`src/rtl/clause_feeder.sv`:
```
// Producer side of the unit-clause evaluation interface: fetches one clause record,
// looks up each literal's variable and presents the assembled vectors with sat/conflict flags.
`ifndef VAR_PER_CLAUSE
`define VAR_PER_CLAUSE 5
`endif
`ifndef MAX_VARS_BITS
`define MAX_VARS_BITS 8
`endif

// state   | meaning
// IDLE    | waiting for start
// CLS_RD  | clause memory read issued
// CLS_CAP | clause record captured, accumulators cleared
// SCAN    | one variable lookup per literal, previous lookup folded in
// VWAIT   | last lookup folded in, conflict resolved
// OUT     | result presented until out_ready
module clause_feeder #(
    parameter int VPC = `VAR_PER_CLAUSE,
    parameter int VB  = `MAX_VARS_BITS,
    parameter int CB  = 10
) (
    input  logic              clock,
    input  logic              reset,
    input  logic              start,
    input  logic [CB-1:0]     start_idx,
    output logic              busy,
    output logic              cls_rd_en,
    output logic [CB-1:0]     cls_rd_addr,
    input  logic [VPC-1:0]    cls_rd_mask,
    input  logic [VPC-1:0]    cls_rd_pole,
    input  logic [VPC*VB-1:0] cls_rd_var,
    output logic              var_rd_en,
    output logic [VB-1:0]     var_rd_addr,
    input  logic              var_rd_assigned,
    input  logic              var_rd_value,
    output logic              out_valid,
    input  logic              out_ready,
    output logic [VPC-1:0]    unassign,
    output logic [VPC-1:0]    clause_mask,
    output logic [VPC-1:0]    clause_pole,
    output logic [VPC*VB-1:0] variable,
    output logic              clause_sat,
    output logic              clause_conflict
);

    localparam int KW = (VPC > 1) ? $clog2(VPC) : 1;

    typedef enum logic [2:0] {IDLE, CLS_RD, CLS_CAP, SCAN, VWAIT, OUT} state_t;

    state_t         state, state_nxt;
    logic [CB-1:0]  idx_q;
    logic [KW-1:0]  k;
    logic           proc_en;
    logic [KW-1:0]  proc_j;
    logic [VPC-1:0] unassign_nxt;
    logic           sat_nxt;

    always_ff @(posedge clock or posedge reset) begin
        if (reset) state <= IDLE;
        else       state <= state_nxt;
    end

    always_comb begin
        state_nxt   = state;
        busy        = (state != IDLE);
        cls_rd_en   = 1'b0;
        cls_rd_addr = '0;
        var_rd_en   = 1'b0;
        var_rd_addr = '0;
        out_valid   = 1'b0;
        case (state)
            IDLE:    if (start) state_nxt = CLS_RD;
            CLS_RD: begin
                cls_rd_en   = 1'b1;
                cls_rd_addr = idx_q;
                state_nxt   = CLS_CAP;
            end
            CLS_CAP: state_nxt = SCAN;
            SCAN: begin
                // masked-off literals still take their slot so latency never varies
                var_rd_en   = clause_mask[k];
                var_rd_addr = variable[int'(k)*VB +: VB];
                if (k == KW'(VPC-1)) state_nxt = VWAIT;
            end
            VWAIT:   state_nxt = OUT;
            OUT: begin
                out_valid = 1'b1;
                if (out_ready) state_nxt = IDLE;
            end
            default: state_nxt = IDLE;
        endcase
    end

    // lookup data arrives one cycle behind its request, so SCAN slot k folds in literal k-1
    always_comb begin
        proc_en      = 1'b0;
        proc_j       = '0;
        unassign_nxt = unassign;
        sat_nxt      = clause_sat;
        if (state == SCAN && k != '0) begin
            proc_en = 1'b1;
            proc_j  = k - KW'(1);
        end else if (state == VWAIT) begin
            proc_en = 1'b1;
            proc_j  = KW'(VPC-1);
        end
        if (proc_en) begin
            if (clause_mask[proc_j]) begin
                unassign_nxt[proc_j] = ~var_rd_assigned;
                if (var_rd_assigned && (var_rd_value != clause_pole[proc_j])) sat_nxt = 1'b1;
            end else begin
                unassign_nxt[proc_j] = 1'b0;
            end
        end
    end

    always_ff @(posedge clock or posedge reset) begin
        if (reset) begin
            idx_q           <= '0;
            k               <= '0;
            clause_mask     <= '0;
            clause_pole     <= '0;
            variable        <= '0;
            unassign        <= '0;
            clause_sat      <= 1'b0;
            clause_conflict <= 1'b0;
        end else begin
            if (state == IDLE && start) idx_q <= start_idx;
            if (state == CLS_CAP) begin
                clause_mask     <= cls_rd_mask;
                clause_pole     <= cls_rd_pole;
                variable        <= cls_rd_var;
                unassign        <= '0;
                clause_sat      <= 1'b0;
                clause_conflict <= 1'b0;
                k               <= '0;
            end else if (state == SCAN) begin
                unassign   <= unassign_nxt;
                clause_sat <= sat_nxt;
                if (k != KW'(VPC-1)) k <= k + KW'(1);
                else                 k <= '0;
            end else if (state == VWAIT) begin
                unassign        <= unassign_nxt;
                clause_sat      <= sat_nxt;
                clause_conflict <= (clause_mask != '0) && (unassign_nxt == '0) && !sat_nxt;
            end
        end
    end

endmodule

```
`config.mk`:
```
export PLATFORM = sky130hd
export DESIGN_NAME = clause_feeder
export DESIGN_NICKNAME = d
export VERILOG_FILES = /design/src/rtl/clause_feeder.sv
export SDC_FILE = /design/constraint.sdc
export NUM_CORES = 1
export LEC_CHECK = 0
export CELL_PAD_IN_SITES_DETAIL_PLACEMENT = 0
export CELL_PAD_IN_SITES_GLOBAL_PLACEMENT = 1
export CORE_MARGIN = 2
export CORE_UTILIZATION = 33
export CTS_CLUSTER_SIZE = 16
export DETAILED_ROUTE_END_ITERATION = 10
export GPL_TIMING_DRIVEN = 0
export PLACE_DENSITY = 0.87
export SLEW_MARGIN = 0
export SYNTH_ARGS = -nofsm -noshare
export SYNTH_HDL_FRONTEND = slang
export SYNTH_SLANG_ARGS = --single-unit
```
`constraint.sdc`:
```
create_clock -name clock -period 3.1 [get_ports clock]
set_input_delay 0.31 -clock clock [delete_from_list [all_inputs] [get_ports clock]]
set_output_delay 0.31 -clock clock [all_outputs]
set_load 0.1 [all_outputs]
```
Yosys cells after proc, flatten, opt, wreduce, memory -nomap -nowiden. Index checks and enable logic that the tools add are counted.

Logic and storage cells: 86. Bits in latches: 0. Bits in read-only memories: 0. Flip-flop bits (word level): 73. Bits of input ports: 66. Memory bits (writable): 0. Memories: 0.

Add/sub/neg operators: 2. Shift-type cells: 1. Multipliers: 0. Reduce and logical (&&, ||, !) cells: 17. Bitwise logic cells: 3. Multiplexer cells: 39. Divide/modulo/power cells: 0. Equality and inequality tests: 12. $lt $le $gt $ge: 3.

Operators by type and width (count): $shiftx 40x7->8 (1); $mux 5 (5); $mux 3 (8); $mux 1 (18); $pmux 3 s6 (1); $mux 10 (1); $bmux 1 s3 (3); $eq 3x3->1 const B (3); $reduce_bool 3->1 (3); $lt 3x4->1 const B (2); $mux 8 (1); $eq 3x2->1 const B (2); $logic_and 1x1->1 (6); $ne 2x2->1 const B (3); $and 5x5->5 (1); $bwmux 5 (1); $logic_not 5->1 (1); $not 5->5 (1); $reduce_bool 5->1 (1); $reduce_bool 2->1 (2); $add 3x1->3 const B (1); $demux 1 s3 (1); $eq 3x1->1 const B (1); $ge 3x1->1 const B (1); other kinds (9) (9).

Logic depth before layout (Yosys ltp). Gate-level depths: netlist (run 1).

Word-level depth: 17. Gate-level depth with buffers: 12. Depth with buffers taken out: 9.

Least setup slack after synthesis (run 1). OpenSTA, ideal clock, no wires.

Kind: reg-to-output. From: register k[0]. To: output port var_rd_en. Data arrival time: 2.834 ns. Required time: 2.790 ns. Buffers on the path: 2. Cell stages (with the launch flop): 6. Path slack: -0.044 ns. Cell sequence: dfrtp_1 > buf_2 > clkbuf_1 > nor3_1 > a22oi_1 > nor2_1.

Longest elaborated chain between the ends: 3.

Ends and longest elaborated chain: start: declaration (line 52) `logic [KW-1:0] k;`; start signal: assignment (line 140) `if (k != KW'(VPC-1)) k <= k + KW'(1);`; $bmux 1 s3 (line 81) `var_rd_en = clause_mask[k];`; $mux 1 (not written as such) (line 81); $mux 1 (line 71) `case (state)`; end: declaration (line 32) `output logic var_rd_en,`.

Every way passes these cells. The select of a mux whose other input is x is not followed.

Final worst setup path (run 1).
From: register k[2]. To: output port var_rd_addr[1].

Longest elaborated chain between the ends: 2.

Ends and longest elaborated chain: $shiftx 40x7->8 (line 82) `var_rd_addr = variable[int'(k)*VB +: VB];`; $mux 8 (line 71); end: declaration (line 33) `output logic [VB-1:0] var_rd_addr,`.

Every way passes these cells.

==> qor.csv, run 1 <==
stage,metric,value,unit
outcome,status,"complete, no violations",
global_route,track_usage,0.187,
setup_path,end_kind,output pin,
drt,drc,0,
synth,ys_seq_elements,73,
clock_tree,clock_path_buffers,2,
placed_design,io_buffers,144,
clock_tree,clockRootBuffer,clkbuf_8,
timing,maxSlewHeadroom,0.328,
timing,fin_skew,6.07,ps
drt,drtAntennaViolNets,0,
placed_design,gp_congestion,0.820,
clock_tree,htreeDepth,3,
setup_path,r2r_start,k[0],
setup_path,worstPathArrival,2560,ps
flow_run,max-cap-violations,0,
floorplanning,die-width,109,microns
setup_path,crit_fanout,10,
setup_path,rrSetupSlack,300,ps
setup_path,ff2ff_path_depth,11,
synth,synth-edff-count,0,
timing,min_period,2870,ps
clock_tree,cts_tree,built,
timing,setup_viol,0,
drt,drt_iter0_markers,79,
floorplanning,initial_core_util,0.337,
global_route,grt_pass1_wl,16600,microns
finish,drive_above_1_share,0.300,
synth,async_flop_share,1.00,
drt,wl_per_cell,17.5,microns
timing,timing.final.hold_violations,0,
floorplanning,die-area,0.0118,sq mm
clock_tree,clkLatencyLatePin,350,ps
finish,area_growth,52.1,%
finish,insertedDiodeCount,0,
drt,first_pass_iters,4,
global_route,grt_pass1_vias,3170,
global_route,grt_overflow_total,0,
setup_path,r2r-end,clause_conflict,
finish,multiInputGateArea,0.00172,sq mm
finish,seqCellArea,0.00183,sq mm
synth,syn_inst,289,
timing,rsz0062_at_grt,no,
clock_tree,clk_pin_slew_worst_paths,80,ps
timing,timing.final.ws_setup,234,ps
timing,worst_pin_slew,1010,ps
setup_path,worstSetupPathType,reg -> out,
setup_path,cp_data_required_time,2790,ps
floorplanning,core,0.0107,sq mm
synth,ys_warn_count,0,
placed_design,place_ws,-708,ps
synth,synth_area,0.00362,sq mm
global_route,grt_max_degree,46,
timing,period_share,0.924,
clock_tree,cts_made_buffers,9,
drt,route.vias.total,2939,
finish,layout.nets,514,
hold_path,hold_path.class,in -> async,
setup_path,critPathLaunchType,flip-flop,
drt,wl,10300,microns
floorplanning,rows,38,
placed_design,hpwl,7660,microns
synth,synthFlopType,dfrtp_1,
synth,yosysUniqueCellTypes,52,
finish,fillCellCount,1004,
clock_tree,cts.sinks,73,
timing,drv_slew,0,
global_route,antenna_found_initial,0,
floorplanning,die_h,109,microns
floorplanning,top_level_ports,145,
synth,syn_area_per_cell,12.5,sq um
drt,vias_per_cell,4.98,
synth,syn-num-nets,358,
timing,timing.fmax,349,MHz
synth,synth-seq-area-share,0.505,
clock_tree,postCtsHoldBufs,0,
## per-layer routing
metal / track usage / part of all wire
met5: 0 / 0
met4: 0.0421 / 0.0088
met3: 0.0717 / 0.078
met2: 0.314 / 0.52
met1: 0.229 / 0.39
## registers in the layout, indices dropped and copies added, names as in the netlist
name	cells
clause_mask	5
clause_pole	5
unassign	5
clause_conflict	1
k	3
variable	40
idx_q	10
state	3
clause_sat	1
## critical path, cell delays in order (launching register included)
cell and delay [ps]:
dfrtp_1 350, buf_6 140, clkinv_1 330, nor3_4 530
a22oi_1 180, nor2_2 100, clkdlybuf4s15_2 570
## repair_timing
action	4_1_cts	5_1_grt
setup endpoints to repair	25	17
buffers inserted	0	0
resized for setup	50	22
## stage by stage
step	hold WS, ps	TNS, ps	cells	utilization	cell area (sq um)
after floorplan	427	0	289	-	3640
after global placement	484	-30280	573	0.489	5250
after detailed placement	488	-7480	574	0.492	5280
after CTS	307	0	590	0.515	5540
after global routing	318	0	590	0.512	5500
final	298	0	590	0.512	5500
## placed cells by master, fill, tap and decap left out, types with 9 or more instances in the layout
cell	n
o21ai_0	14
nor2_2	9
nand2_1	13
mux4_2	9
clkbuf_2	10
a22oi_1	9
mux2_2	59
clkbuf_8	9
clkdlybuf4s50_1	124
dfrtp_1	73
clkdlybuf4s15_2	9
and2_1	12
## cell usage after synthesis (all sizes together) (2+ instances only)
cell    count  area share
nor2b       2      0.0035
nor2       15       0.016
a32o        2      0.0055
mux2       59        0.18
mux4        9       0.056
nand2b      3      0.0052
nand3       3      0.0042
xnor2       2      0.0048
a31oi       2      0.0035
and3b       2      0.0052
buf        10       0.017
nor3b       6       0.017
ha          3       0.010
o21ai      19       0.027
a22o        2      0.0048
a21oi       5      0.0069
inv         5      0.0052
dfrtp      73        0.51
clkbuf      7      0.0073
a22oi       9       0.019
and2       12       0.021
nor3        6       0.013
o211ai      2      0.0055
or3         2      0.0035
nand2      13       0.013
## kinds of logic (layout without fill, tap and decap cells)
logic type	after synthesis	count (layout)	share of synthesized area
and+or+nand+nor	73	73	0.122
buffers and inverters	23	184	0.0301
AOI/OAI and AO/OA	46	46	0.0848
xor gates and xnor gates	2	2	0.00485
DFF	73	73	0.505
muxes	69	69	0.243
adders and majority gates	3	3	0.0104
## area by class of cell
type                       instances  share of cell area
buffer                            17              0.0182
clock buffer                       9              0.0225
clock inverter                     7              0.0173
inverter                           6             0.00455
multi-input combinational        193               0.313
sequential                        73               0.332
tap                              140              0.0318
timing repair buffer             145               0.260
## how the worst max path moves through the flow
stage,startpoint,end,slack (ps),cells after the start
6_report,k[2],var_rd_addr[1],230,6
5_1_grt,k[0],clause_conflict,20,11
4_1_cts,state[0],cls_rd_addr[0],5,5
3_5_place_dp,k[0],var_rd_addr[1],-710,6
3_3_place_gp,k[0],var_rd_addr[7],-710,6
2_1_floorplan,k[0],var_rd_addr[6],20,5
Power of run 1 is not shown: default switching activity piles up to over one toggle a cycle in this logic, so the estimate is an artifact.
==> run 2: changes to the inputs <==
- SKIP_LAST_GASP: unset -> 1
==> results of run 2 <==
The final DEF is identical to that of run 1; final timing and power are the same.
Power of run 2 is left out for the same reason.
==> run 3: changes to the inputs <==
- CORE_ASPECT_RATIO: unset -> 0.8
==> qor.csv, run 3 (synthesis gave the netlist of run 1 again) <==
stage,metric,value,unit
drt,route.vias.total,2990,
timing,period_share,0.905,
drt,drtAntennaViolNets,0,
drt,drc,0,
finish,top_regs,"variable (40), idx_q (10)",
finish,area_growth,53.9,%
timing,fin_skew,8.57,ps
finish,largest-register,variable,
floorplanning,rows,34,
setup_path,r2r-end,clause_conflict,
drt,first_pass_iters,4,
placed_design,io_buffers,144,
floorplanning,die_h,97.6,microns
placed_design,gp_congestion,0.850,
drt,wl,10600,microns
floorplanning,top_level_ports,145,
timing,setup_viol,0,
placed_design,hpwl,7660,microns
setup_path,cp_data_required_time,3310,ps
finish,seqCellArea,0.00183,sq mm
clock_tree,cts.sinks,73,
floorplanning,initial_core_util,0.336,
timing,min_period,2810,ps
drt,wl_per_cell,17.7,microns
setup_path,critPathLaunchType,flip-flop,
finish,final_common_cell,clkdlybuf4s50_1,
clock_tree,htreeDepth,3,
floorplanning,die-width,121,microns
finish,insertedDiodeCount,0,
setup_path,end_kind,flip-flop,
global_route,grt_pass1_vias,3160,
setup_path,crit_fanout,10,
floorplanning,die-area,0.0118,sq mm
setup_path,worstSetupPathType,reg -> reg,
finish,fillCellCount,957,
flow_run,max-cap-violations,0,
finish,multiInputGateArea,0.00172,sq mm
finish,largest_register_ffs,40,
finish,final_cells,596,
timing,drv_slew,0,
setup_path,ff2ff_path_depth,11,
finish,layout.nets,516,
floorplanning,core,0.0108,sq mm
hold_path,hold_path.class,in -> async,
clock_tree,cts_tree,built,
placed_design,dp_cells,578,
clock_tree,postCtsHoldBufs,0,
clock_tree,clockRootBuffer,clkbuf_16,
timing,worst_pin_slew,1030,ps
outcome,status,"complete, no violations",
finish,mostFrequentLayoutCells,"124 x clkdlybuf4s50_1, 73 x dfrtp_1, 59 x mux2_2",
timing,maxSlewHeadroom,0.308,
clock_tree,cts_made_buffers,9,
finish,drive_above_1_share,0.301,
setup_path,rrSetupSlack,290,ps
drt,vias_per_cell,5.02,
clock_tree,clk_pin_slew_worst_paths,60,ps
timing,rsz0062_at_grt,no,
global_route,track_usage,0.188,
global_route,grt_pass1_wl,16800,microns
global_route,grt_max_degree,73,
timing,timing.final.hold_violations,0,
global_route,antenna_found_initial,0,
setup_path,r2r_start,k[0],
timing,timing.fmax,356,MHz
setup_path,worstPathArrival,3020,ps
drt,drt_iter0_markers,135,
global_route,grt_overflow_total,0,
clock_tree,clkLatencyLatePin,330,ps
clock_tree,clock_path_buffers,2,
[run 3: cell count changes in the layout (fill, tap and decap cells not counted)]
cell and change:
nor3_2 +1, buf_6 -1, clkinv_2 +1, buf_4 +4, clkinv_4 -1, clkbuf_8 -8, clkbuf_16 +9, clkbuf_1 +1
clkbuf_4 -1, bufinv_16 -2, nor3_4 -1
[run 3: how the worst max path moves through the flow]
stage | end | slack, ps | cells past startpoint | start
after floorplan | var_rd_addr[6] | 20 | 5 | k[0]
after global placement | var_rd_addr[2] | -890 | 6 | k[0]
after detailed placement | var_rd_addr[2] | -910 | 6 | k[0]
after CTS | cls_rd_addr[6] | 8 | 5 | state[0]
after global routing | clause_conflict | 30 | 11 | k[0]
final | clause_conflict | 290 | 11 | k[0]
[run 3: repair_timing]
item	in CTS	in global routing
resized for setup	43	25
endpoints found under the setup margin	25	24
pin swaps	0	1
setup buffers	0	2
[run 3: critical path, stage by stage, from the launching register on]
cell and delay, ps:
dfrtp_1 350, buf_4 240, buf_4 250, inv_1 80, ha_1 280, nor3b_4 230
o21ai_2 140, a2111o_1 430, a32oi_1 240, xnor2_1 100, nor3b_2 240, o21ai_1 90
[run 3: per-stage QoR]
stage	util	hold slack [ps]	cell area (sq um)	setup slack, ps	setup TNS, ps
floorplan	-	427	3640	16.3	0
global placement	0.488	485	5260	-887	-30020
detailed placement	0.491	487	5290	-910	-8780
CTS	0.519	167	5580	8.42	0
global route	0.517	181	5570	28.1	0
finish	0.517	177	5570	295	0
[run 3: final cells by class]
class / count / area share
well taps: 144 / 0.0324
repair buffers: 147 / 0.260
flip-flops and latches: 73 / 0.328
plain buffers: 17 / 0.0173
clock inverters: 5 / 0.00562
multi-input cells: 193 / 0.308
clock buffers: 11 / 0.0436
inverters: 6 / 0.00450
[run 3: layer usage]
layer	global-route usage	vias to the layer above	share of wire
met3	0.0775	11	0.094
met5	0	-	0
met4	0.0572	0	0.013
met1	0.224	1485	0.41
li1	-	1378	-
met2	0.310	116	0.48
Power of run 3 is left out for the same reason.
